$ cat src/rtl/alu_operand_loader.sv
// Push-button front end for the ALU demo: synchronises and debounces the keys, then
// sequences operand A, operand B and the opcode into a valid/ready hand-off.
// Optional SWAP key (exchange A/B while in LOAD_OP) is built when ALU_LOADER_SWAP_EN is defined.
module alu_operand_loader #(
  parameter int DEBOUNCE_CYCLES = 500000,
  parameter int DW              = 32
) (
  input  logic          CLK,
  input  logic          nRST,
  input  logic [3:0]    key_n,
  input  logic [17:0]   sw,
  input  logic          op_ready,
  output logic [DW-1:0] a_out,
  output logic [DW-1:0] b_out,
  output logic [3:0]    aluop_out,
  output logic          op_valid,
  output logic [1:0]    state_out,
  output logic [3:0]    key_evt
);

  typedef enum logic [1:0] {
    LOAD_A  = 2'd0,
    LOAD_B  = 2'd1,
    LOAD_OP = 2'd2,
    ISSUE   = 2'd3
  } state_t;

`ifdef ALU_LOADER_SWAP_EN
  localparam int NK = 3;
`else
  localparam int NK = 2;
`endif

  localparam int CW = (DEBOUNCE_CYCLES > 2) ? $clog2(DEBOUNCE_CYCLES) : 1;
  localparam logic [CW-1:0] CNT_MAX = CW'(DEBOUNCE_CYCLES - 1);

  logic [NK-1:0] sync1, sync2, db, evt;
  logic [CW-1:0] cnt [NK];

  state_t        state_q, state_d;
  logic          enter, cancel;
  logic [DW-1:0] sext;

  // Inputs with no function in this build; folded away to keep lint quiet.
  logic unused_bits;
  assign unused_bits = ^{key_n[3:NK], sw[17]};

  // NOTE: sequential state uses non-blocking assignments so every flop samples
  // pre-edge values regardless of statement order in the block.
  always_ff @(posedge CLK or negedge nRST) begin
    if (!nRST) begin
      sync1 <= '1;
      sync2 <= '1;
      db    <= '1;
      evt   <= '0;
      for (int i = 0; i < NK; i++) cnt[i] <= '0;
    end else begin
      sync1 <= key_n[NK-1:0];
      sync2 <= sync1;
      evt   <= '0;
      for (int i = 0; i < NK; i++) begin
        if (sync2[i] == db[i]) begin
          cnt[i] <= '0;
        end else if (cnt[i] == CNT_MAX) begin
          // Level accepted; a 1->0 transition is a press and fires the event
          // in the same cycle the debounced level flips.
          db[i]  <= sync2[i];
          cnt[i] <= '0;
          evt[i] <= ~sync2[i];
        end else begin
          cnt[i] <= cnt[i] + 1'b1;
        end
      end
    end
  end

  assign key_evt = 4'(evt);
  assign enter   = evt[0];
  assign cancel  = evt[1];
  assign sext    = {{(DW-16){sw[16]}}, sw[15:0]};

  always_ff @(posedge CLK or negedge nRST) begin
    if (!nRST) state_q <= LOAD_A;
    else       state_q <= state_d;
  end

  // NOTE: combinational blocks assign a default first so no path leaves a
  // variable unassigned, which would otherwise infer a latch.
  always_comb begin
    state_d = state_q;
    case (state_q)
      LOAD_A:  if (cancel) state_d = LOAD_A;
               else if (enter) state_d = LOAD_B;
      LOAD_B:  if (cancel) state_d = LOAD_A;
               else if (enter) state_d = LOAD_OP;
      LOAD_OP: if (cancel) state_d = LOAD_A;
               else if (enter) state_d = ISSUE;
      ISSUE:   if (op_ready) state_d = LOAD_A;
      default: state_d = LOAD_A;
    endcase
  end

  // Valid is a pure function of state, so it drops with the async reset.
  always_comb begin
    state_out = state_q;
    op_valid  = (state_q == ISSUE);
  end

  always_ff @(posedge CLK or negedge nRST) begin
    if (!nRST) begin
      a_out     <= '0;
      b_out     <= '0;
      aluop_out <= '0;
    end else if (enter && !cancel) begin
      case (state_q)
        LOAD_A:  a_out     <= sext;
        LOAD_B:  b_out     <= sext;
        LOAD_OP: aluop_out <= sw[3:0];
        default: ;
      endcase
    end
`ifdef ALU_LOADER_SWAP_EN
    else if (evt[2] && !cancel && state_q == LOAD_OP) begin
      a_out <= b_out;
      b_out <= a_out;
    end
`endif
  end

endmodule

$ cat config.mk
export PLATFORM = sky130hd
export DESIGN_NAME = alu_operand_loader
export DESIGN_NICKNAME = d
export VERILOG_FILES = /design/src/rtl/alu_operand_loader.sv
export SDC_FILE = /design/constraint.sdc
export NUM_CORES = 1
export LEC_CHECK = 0
export CORE_MARGIN = 5
export CORE_UTILIZATION = 45
export CTS_CLUSTER_DIAMETER = 120
export DETAILED_ROUTE_END_ITERATION = 8
export PLACE_DENSITY = 0.83
export SYNTH_ARGS = -nofsm -noshare
export SYNTH_HDL_FRONTEND = slang
export SYNTH_SLANG_ARGS = --single-unit
export TNS_END_PERCENT = 1
$ cat constraint.sdc
create_clock -name CLK -period 2.7 [get_ports CLK]
set_input_delay 0.54 -clock CLK [delete_from_list [all_inputs] [get_ports CLK]]
set_output_delay 0.54 -clock CLK [all_outputs]
set_load 0.01 [all_outputs]
Yosys cells after proc, flatten, opt, wreduce, memory -nomap -nowiden
Cells that the tools add are included.
{"block": "op_classes", "add_sub_neg": 2, "eq_ne": 11, "mux": 16, "bitwise_logic": 4, "reduce_logical": 9}
{"op": "$mux 19", "n": 4}
{"op": "$add 19x1->19 const B", "n": 2}
{"op": "$eq 19x19->1 const B", "n": 2}
{"op": "$mux 2", "n": 7}
{"op": "$reduce_and 2->1", "n": 5}
{"op": "$ne 3x3->1 const B", "n": 3}
{"op": "$pmux 2 s4", "n": 1}
{"op": "$eq 2x2->1 const B", "n": 2}
{"op": "$mux 1", "n": 4}
{"op": "$not 1->1", "n": 4}
{"op": "$reduce_and 4->1", "n": 1}
{"op": "$eq 1x1->1", "n": 2}
{"op": "$eq 2x1->1 const B", "n": 1}
{"op": "$logic_not 2->1", "n": 1}
{"op": "$ne 2x2->1 const B", "n": 1}
{"op": "$logic_and 1x1->1", "n": 1}
{"op": "$logic_not 1->1", "n": 1}
{"block": "word_totals", "regBits": 86, "input_bits": 25, "output_inout_bits": 75, "elab_cells": 53}

Depth between registers and ports, before layout
{"block": "depth", "ltp_word": 3, "mapped_depth": 6, "ltp_nobuf": 5}

Worst setup path before layout
OpenSTA, ideal clock, no wires.
{"block": "synth_path", "path_kind": "flip-flop to flip-flop", "from": "register state_q[0] (netlist: state_out[0])", "to": "register a_out[0]", "setup_time_ns": 0.125, "t_arrival_ns": 1.724, "required_time_ns": 2.575, "setup_slack_ns": 0.851, "path_stages_with_launch": 5, "n_path_buf": 2, "synth_period_minus_slack_ns": 1.849, "path_cell_list": "dfrtp_1 -> clkbuf_1 -> nor3_2 -> clkbuf_1 -> mux2_2"}
{"block": "synth_via", "elab_chain_len": 2}
{"item": "from (decl)", "line": "40", "text": "state_t state_q, state_d;"}
{"item": "from (signal assigned)", "line": "84", "text": "else state_q <= state_d;"}
{"item": "$logic_not 2->1", "line": "115", "text": "case (state_q)"}
{"item": "$reduce_and 2->1 (no line)"}
{"item": "to (signal assigned)", "line": "116", "text": "LOAD_A: a_out <= sext;"}
{"item": "to (decl)", "line": "13", "text": "output logic [DW-1:0] a_out,"}
Every way passes these cells.
A chain may end at the register's enable or synchronous reset.

Worst setup path after layout
{"block": "layout_path", "from": "register, netlist name a_out[16]", "to": "output a_out[18]"}
No word-level cell between the ends.

==> impl_metrics.json <==
{
  "drtIter0Drc": 51,
  "final_max_slew_viol_count": 0,
  "post_drt_wl_per_cell_um": 14.6,
  "dp_hpwl_um": 5740,
  "cp_num_buf_inv": 1,
  "clockBufferDepth": 2,
  "ys.flop_type": "dfrtp_1",
  "ys_warn_count": 0,
  "crit_family": "buffers and inverters",
  "worst_pin_slew_ps": 623,
  "fin_cells": 521,
  "portBuffers": 94,
  "drc": 0,
  "start_util_pct": 45.4,
  "nets": 435,
  "synthesis.area_um2": 3900,
  "dp.cells": 505,
  "vias": 2662,
  "finalPower_w": 0.00241,
  "p_leak_nw": 2.13,
  "overflow": 0,
  "antenna_left": 0,
  "num-fill-cells": 676,
  "cts_buffers": 9,
  "grt_pass1_wl_um": 12300,
  "worstPathArrival_ps": 1580,
  "crit_required_ps": 2160,
  "rrSetupSlack_ps": 600,
  "max_freq_mhz": 471,
  "start_kind": "flop",
  "cp_max_fo": 17,
  "grt_antenna_before_repair": 0,
  "setup-violations-final": 0,
  "dieArea_um2": 10600,
  "final.min_clock_period_ps": 2120,
  "diodes": 0,
  "relSlewSlack_pct": 58.4,
  "drive_gt1_share_pct": 19.1,
  "setup_tns_ps": 0,
  "synth_seq_cells": 86,
  "drt_first_pass_iters": 4,
  "routed_wl_um": 7630,
  "rsz0062_at_grt": "false",
  "crit_path_end_kind": "output port",
  "async_flop_share_pct": 100,
  "grt_pass1_vias": 2566,
  "finClkSkew_ps": 11.3,
  "max_stage_delay_ps": 630,
  "p_per_area_nw_per_um2": 481,
  "postCtsHoldBufs": 0,
  "die_x_um": 103,
  "cap_violations": 0,
  "grt_use_total_pct": 14.8,
  "path_clk_slew_ps": 90,
  "die_h_um": 103,
  "status": "complete, no violations",
  "reg2reg_depth": 5,
  "ys_seq_area_share_pct": 55.4,
  "ff_latch_area_um2": 2160,
  "h-tree-depth": 3,
  "synth_cell_types": 40,
  "cp_num_cells": 1,
  "core_um2": 8590,
  "cts-root-buf": "clkbuf_8",
  "viasPerCell": 5.11,
  "whs_ps": 189,
  "cts_resized": 0,
  "path_cells": "clkdlybuf4s50_1",
  "synthCells": 333,
  "cts_tree": "done",
  "multi_input_area_um2": 1450,
  "avgSynthCellArea_um2": 11.7,
  "area_delta_synth_final_pct": 28.2,
  "grt_max_degree": 52,
  "hp-class": "input pin to async pin",
  "slowest_stage": "clkdlybuf4s50_1",
  "worstSkewPairLatency_ps": 350,
  "cts_sinks": 86,
  "gp_congestion": 0.800,
  "postCtsSetupRepairBufs": 0,
  "timing.final.crit_share_pct": 78.6,
  "peakVddDrop_v": 0.000273,
  "synth_edf_count": 0,
  "critPathKind": "flop to output port",
  "io_pins": 100,
  "hold_viol_final": 0,
  "fp-row-count": 34
}
==> worst paths after layout <==
check / from / endpoint
worst max-delay path: a_out[16] / a_out[18]
worst min-delay path: nRST / cnt[24]
worst max register to register: cnt[0] / cnt[16]
worst min register to register: sync1[1] / sync2[1]
max in group asynchronous: nRST / sync1[1]
min in group CLK: sync1[1] / sync2[1]
==> synthesized netlist by cell type, drive strengths merged (2+ instances only) <==
| cell type | count | area (µm²) |
|---|---|---|
| nor4bb | 2 | 20.0 |
| or4 | 4 | 30.0 |
| a31o | 2 | 17.5 |
| nor4 | 7 | 43.8 |
| buf | 34 | 250 |
| nand3 | 10 | 55.1 |
| and2 | 3 | 18.8 |
| nor3 | 7 | 40.0 |
| xor2 | 10 | 87.6 |
| ha | 2 | 25.0 |
| clkbuf | 5 | 18.8 |
| xnor2 | 18 | 158 |
| o31ai | 2 | 15.0 |
| or3 | 5 | 31.3 |
| a21oi | 8 | 40.0 |
| nand2 | 12 | 45.0 |
| dfrtp | 80 | 2000 |
| inv | 8 | 30.0 |
| nor3b | 3 | 22.5 |
| nor2 | 32 | 120 |
| and3 | 3 | 18.8 |
| dfstp | 6 | 158 |
| nand4 | 13 | 87.6 |
| mux2 | 40 | 450 |
| and4 | 2 | 18.8 |
| o21ai | 7 | 35.0 |
==> metrics by stage <==
step / setup WS, ps / utilization [%] / instance area [µm²]
finish: 577 / 58.2 / 5000
global route: 465 / 58.2 / 5000
global placement: 722 / 55.6 / 4770
CTS: 520 / 58.2 / 5000
floorplan: 851 / - / 3910
detailed placement: 658 / 55.6 / 4770
==> per-layer routing <==
layer / routed length [µm] / part of all wire, % / up-vias / global-route usage (%)
li1: - / - / 1273 / -
met1: 3190 / 42 / 1289 / 17.9
met2: 3630 / 48 / 91 / 25.4
met3: 692 / 9.1 / 9 / 3.79
met4: 112 / 1.5 / 0 / 5.68
met5: 0 / 0 / - / 0
==> cell type report <==
type	count	area share, %
clock inverters	7	2.08
repair buffers	102	20.0
multi-input cells	201	29.0
well taps	108	2.70
clock buffers	9	2.48
inverters	8	0.600
flip-flops and latches	86	43.2
==> cells by family (layout without fill, tap and decap cells) <==
kind of cell | count (synthesis) | after routing | share of synthesized area [%]
mux | 41 | 41 | 11.8
flops | 86 | 86 | 55.4
simple gates | 107 | 107 | 15.0
fa+ha+maj | 2 | 2 | 0.641
buf+inv | 47 | 126 | 7.67
other cells | 1 | 2 | 0.0961
xor+xnor | 28 | 28 | 6.29
compound gates | 21 | 21 | 3.14
==> layout by cell type (no fill, tap or decap), types with 7 or more instances in the layout <==
cell             count
xor2_1              10
nand3_1              9
nand2_1             12
a21oi_1              8
clkdlybuf4s50_1     93
mux2_2              40
inv_1                8
xnor2_1             18
dfrtp_1             80
nor4_1               7
clkbuf_8             9
buf_4                9
nand4_1             12
nor2_1              32
==> sequential cells by signal, indices dropped and copies added (netlist names) <==
register	cells
sync1	2
sync2	2
aluop_out	4
b_out	17
a_out	17
db	2
evt	2
cnt	38
state_out	2
==> where the power goes <==
part           leakage [nW]  internal, W  switching, W
Combinational         0.847    0.0000399     0.0000498
Sequential             1.17      0.00130     0.0000107
Clock                 0.108     0.000533      0.000472
(Power assumes the default switching activity.)
